File: src/rtl/output_argmax.sv
// Argmax consumer for the output layer: captures the scores on a rising ready
// edge, then scans them one per clock and reports the winning class and its score.
module output_argmax #(
    parameter int unsigned BITS            = 16,
    parameter int unsigned FRACTIONAL_BITS = 11,
    parameter int unsigned OUT_SIZE        = 10,
    localparam int unsigned IDX_W          = $clog2(OUT_SIZE)
) (
    input  logic                   clock,
    input  logic                   reset_n,
    input  logic                   ready,
    input  logic signed [BITS-1:0] in [0:OUT_SIZE-1],
    output logic [IDX_W-1:0]       class_idx,
    output logic signed [BITS-1:0] max_score,
    output logic                   valid,
    output logic                   busy,
    output logic                   overrun
);

    localparam logic [IDX_W-1:0] LAST = IDX_W'(OUT_SIZE - 1);

    // Parameter sanity: the scan needs at least two entries, and the fraction must fit the word.
    if (OUT_SIZE < 2 || FRACTIONAL_BITS >= BITS) begin : g_param_check
        $error("output_argmax: OUT_SIZE must be >= 2 and FRACTIONAL_BITS < BITS");
    end

    typedef enum logic {
        IDLE,
        SCAN
    } state_t;

    state_t                 state, state_d;
    logic                   ready_q;
    logic                   rise;
    logic signed [BITS-1:0] snap   [0:OUT_SIZE-1];
    logic signed [BITS-1:0] snap_d [0:OUT_SIZE-1];
    logic signed [BITS-1:0] best, best_d;
    logic [IDX_W-1:0]       best_idx, best_idx_d;
    logic [IDX_W-1:0]       idx, idx_d;
    logic [IDX_W-1:0]       class_idx_d;
    logic signed [BITS-1:0] max_score_d;
    logic                   valid_d, busy_d, overrun_d;
    logic signed [BITS-1:0] cand;
    logic                   take;

    assign rise = ready & ~ready_q;

    // Next-state and datapath: capture in IDLE, one strict signed compare per SCAN cycle.
    always_comb begin
        state_d     = state;
        snap_d      = snap;
        best_d      = best;
        best_idx_d  = best_idx;
        idx_d       = idx;
        class_idx_d = class_idx;
        max_score_d = max_score;
        valid_d     = valid;
        busy_d      = busy;
        overrun_d   = 1'b0;
        cand        = snap[idx];
        take        = cand > best;

        case (state)
            IDLE: begin
                if (rise) begin
                    snap_d     = in;
                    best_d     = in[0];
                    best_idx_d = '0;
                    idx_d      = IDX_W'(1);
                    valid_d    = 1'b0;
                    busy_d     = 1'b1;
                    state_d    = SCAN;
                end
            end
            SCAN: begin
                // A fresh start during a scan is dropped and flagged.
                overrun_d = rise;
                if (take) begin
                    best_d     = cand;
                    best_idx_d = idx;
                end
                if (idx == LAST) begin
                    class_idx_d = take ? idx : best_idx;
                    max_score_d = take ? cand : best;
                    valid_d     = 1'b1;
                    busy_d      = 1'b0;
                    state_d     = IDLE;
                end else begin
                    idx_d = idx + IDX_W'(1);
                end
            end
            default: state_d = IDLE;
        endcase
    end

    // State register.
    always_ff @(posedge clock or negedge reset_n) begin
        if (!reset_n) begin
            state     <= IDLE;
            ready_q   <= 1'b0;
            best      <= '0;
            best_idx  <= '0;
            idx       <= '0;
            class_idx <= '0;
            max_score <= '0;
            valid     <= 1'b0;
            busy      <= 1'b0;
            overrun   <= 1'b0;
            for (int i = 0; i < int'(OUT_SIZE); i++) begin
                snap[i] <= '0;
            end
        end else begin
            state     <= state_d;
            ready_q   <= ready;
            snap      <= snap_d;
            best      <= best_d;
            best_idx  <= best_idx_d;
            idx       <= idx_d;
            class_idx <= class_idx_d;
            max_score <= max_score_d;
            valid     <= valid_d;
            busy      <= busy_d;
            overrun   <= overrun_d;
        end
    end

endmodule
File: config.mk
export PLATFORM = sky130hd
export DESIGN_NAME = output_argmax
export DESIGN_NICKNAME = d
export VERILOG_FILES = /design/src/rtl/output_argmax.sv
export SDC_FILE = /design/constraint.sdc
export NUM_CORES = 1
export LEC_CHECK = 0
export CORE_UTILIZATION = 40
export CTS_BUF_LIST = sky130_fd_sc_hd__clkbuf_4
export CTS_CLUSTER_SIZE = 14
export DETAILED_ROUTE_END_ITERATION = 16
export HOLD_SLACK_MARGIN = 0.15
export RECOVER_POWER = 100
export REMOVE_ABC_BUFFERS = 1
export SKIP_LAST_GASP = 1
export SYNTH_ARGS = -nofsm -noshare
export SYNTH_HDL_FRONTEND = slang
export SYNTH_SLANG_ARGS = --single-unit
File: constraint.sdc
create_clock -name clock -period 4.62 [get_ports clock]
set_input_delay 0.924 -clock clock [delete_from_list [all_inputs] [get_ports clock]]
set_output_delay 0.924 -clock clock [all_outputs]
set_load 0.1 [all_outputs]
==> flow_summary.json <==
{
  "hold_buffers": 0,
  "grt_use_total_pct": 20.8,
  "hp-class": "reg -> reg",
  "grt_max_degree": 115,
  "grt_first_pass_wirelength_um": 43400,
  "power_mw": 10.4,
  "clockBufferDepth": 3,
  "firstDrtPassIters": 13,
  "place_inst": 1577,
  "tns_ns": 0,
  "fin_cells": 1677,
  "max_freq_mhz": 228,
  "synthFlopType": "dfrtp_1",
  "cpMostUsedCell": "buf_4",
  "regArea_mm2": 0.00524,
  "max_stage_delay_ns": 0.93,
  "multi_input_area_mm2": 0.00453,
  "drc": 1,
  "timing.reg2reg.setup_slack_ns": 0.24,
  "fin_area_mm2": 0.0132,
  "hold_start": "busy",
  "cap_violations": 3,
  "cp_slowest_cell": "nor4_4",
  "rr_endpoint": "max_score[7]",
  "clk_pin_slew_worst_paths_ns": 0.06,
  "ys_types": 51,
  "grt_overflow": 0,
  "cts_root_buffer": "clkbuf_4",
  "rows": 58,
  "ant_nets": 0,
  "required_ns": 5.18,
  "hpwlAfterDp_um": 17300,
  "cts_setup_buffers": 0,
  "synthCells": 1110,
  "period_share_pct": 94.8,
  "violations": "DRC, capacitance limit, slew limit",
  "gp_congestion": 0.844,
  "area_growth_pct": 29.2,
  "arrival_ns": 4.93,
  "synth_area_leaders": "dfrtp_1, nand2_1, mux4_2",
  "cts_sinks": 209,
  "cts_resized": 0,
  "path_buf_inv": 3,
  "initialDrtViolationCount": 423,
  "die_area_mm2": 0.0261,
  "via_per_inst": 4.97,
  "ys_top_cells_by_count": "nand2_1, dfrtp_1, clkbuf_1",
  "leakage_nw": 6.43,
  "detail_route.wirelength_um": 26400,
  "yosys.area.top_type_share_pct": 51.3,
  "drive_gt1_share_pct": 12.0,
  "fin_util_pct": 52.4,
  "yosysTopAreaCell": "dfrtp_1",
  "slew_headroom_pct": -93.5,
  "ys_seq_elements": 209,
  "placed_area_mm2": 0.0125,
  "yosysMostFrequentCell": "nand2_1",
  "power.density_mw_per_mm2": 791,
  "fillers": 2447,
  "grt_pass1_vias": 8628,
  "fp.dieW_um": 162,
  "start_util_pct": 40.6,
  "cts_buffers": 56,
  "run_status": "complete, but fails checks",
  "final-setup-viol-count": 0,
  "hold_path_end": "busy",
  "io_buffers": 185,
  "cp_num_cells": 13,
  "critPathLaunchType": "flip-flop",
  "ir_drop_mv": 0.458,
  "hold_depth": 2,
  "pin_count": 186,
  "cts_tree": "built",
  "syn_area_mm2": 0.0102,
  "synth-edff-count": 0,
  "tightestPinTransition_ns": 2.90,
  "slew_viol_final": 197,
  "cp_max_fo": 18,
  "r2r-start": "idx[0]",
  "core_mm2": 0.0251,
  "clk_latency_ns": 0.70,
  "rsz0062_at_grt": "false",
  "synth-seq-area-share_pct": 51.3,
  "final_net_count": 1488,
  "path_cells": "buf_4 -> mux4_2 -> mux2i_1 -> o22a_1 -> inv_1 -> ha_1 -> nand4_2 -> nor2_1 -> o2bb2ai_1 -> nor4_4 -> buf_4 -> nor4_1 -> a211oi_1",
  "crit_type": "reg -> reg",
  "r2r_cells": 13,
  "finClkSkew_ns": 0.0500,
  "hold_viol": 0,
  "finalCriticalPeriod_ns": 4.38,
  "post_drt_wl_per_cell_um": 15.8,
  "async_flop_share_pct": 100,
  "htreeDepth": 2,
  "synth.avg_cell_area_um2": 9.18,
  "vias": 8331,
  "path_delay_family": "simple AND/OR/NAND/NOR gates",
  "die_y_um": 162,
  "antenna_found_initial": 1,
  "ys_warn_count": 0,
  "cp-end-kind": "flip-flop"
}
## metrics by stage
stage               hold slack [ns]  worst slack (ns)
floorplan                     0.440             -1.87
detailed placement            0.458             0.227
global route                  0.490          0.000747
finish                        0.467             0.241
CTS                           0.300             0.185
global placement              0.453             0.353
## placed cells by master (no fill, tap or decap), drive strengths merged, types with 5 or more instances in the layout
cell type / n
buf: 24
dfrtp: 209
a21oi: 9
nor2: 28
mux2i: 32
ha: 18
clkinv: 9
a31oi: 17
dlygate4sd3: 24
mux4: 32
nand2: 528
or3: 14
clkbuf: 92
inv: 33
nand3: 5
a211oi: 15
o22a: 15
o41ai: 14
nand4: 6
clkdlybuf4s50: 160
nor4: 21
## cell type report
class / instances / share of cell area, %
flip-flops and latches: 209 / 39.8
multi-input cells: 791 / 34.4
repair buffers: 216 / 16.0
clock buffers: 84 / 4.79
well taps: 330 / 3.14
clock inverters: 12 / 0.941
inverters: 33 / 0.941
diodes: 2 / 0.0380
## per-layer routing
metal  track usage [%]  wire length [um]  vias to the layer above
li1                  -                 -                     4125
met3              4.01              1370                       41
met5                 0                 0                        -
met4              6.35               413                        0
met2              34.7             12700                      208
met1              27.5             11900                     3957
## cells by family after synthesis
logic type,share of synthesized area [%]
AND/OR/NAND/NOR,24.3
XOR/XNOR,0.0860
multiplexers,10.4
AO/OA/AOI/OAI,7.27
adder cells (fa/ha/maj),2.21
buffers and inverters,4.42
flip-flops,51.3
## tightest hold or removal path: stages (launching register included)
cell     delay (ns)
dfrtp_1        0.34
nand2_1        0.05
nand2_1        0.05
## flip-flops by register name, indices dropped and copies added, names as in the netlist
name / cells
class_idx: 4
idx: 4
overrun: 1
valid: 1
busy: 1
ready_q: 1
state: 1
snap: 160
best_idx: 4
max_score: 16
best: 16
## power breakdown
group | internal (mW) | switching, mW
clock network | 0.986 | 0.746
logic | 2.10 | 3.21
registers | 2.77 | 0.591
## worst max-delay path by stage
stage	startpoint	endpoint	slack [ns]
5_1_grt	idx[0]	max_score[7]	0.0007
3_5_place_dp	idx[0]	best[8]	0.23
2_1_floorplan	ready	idx[2]	-1.87
6_report	idx[0]	max_score[7]	0.24
3_3_place_gp	idx[0]	max_score[13]	0.35
4_1_cts	idx[0]	best[10]	0.18
No activity file was read; power rests on OpenSTA's default activity.
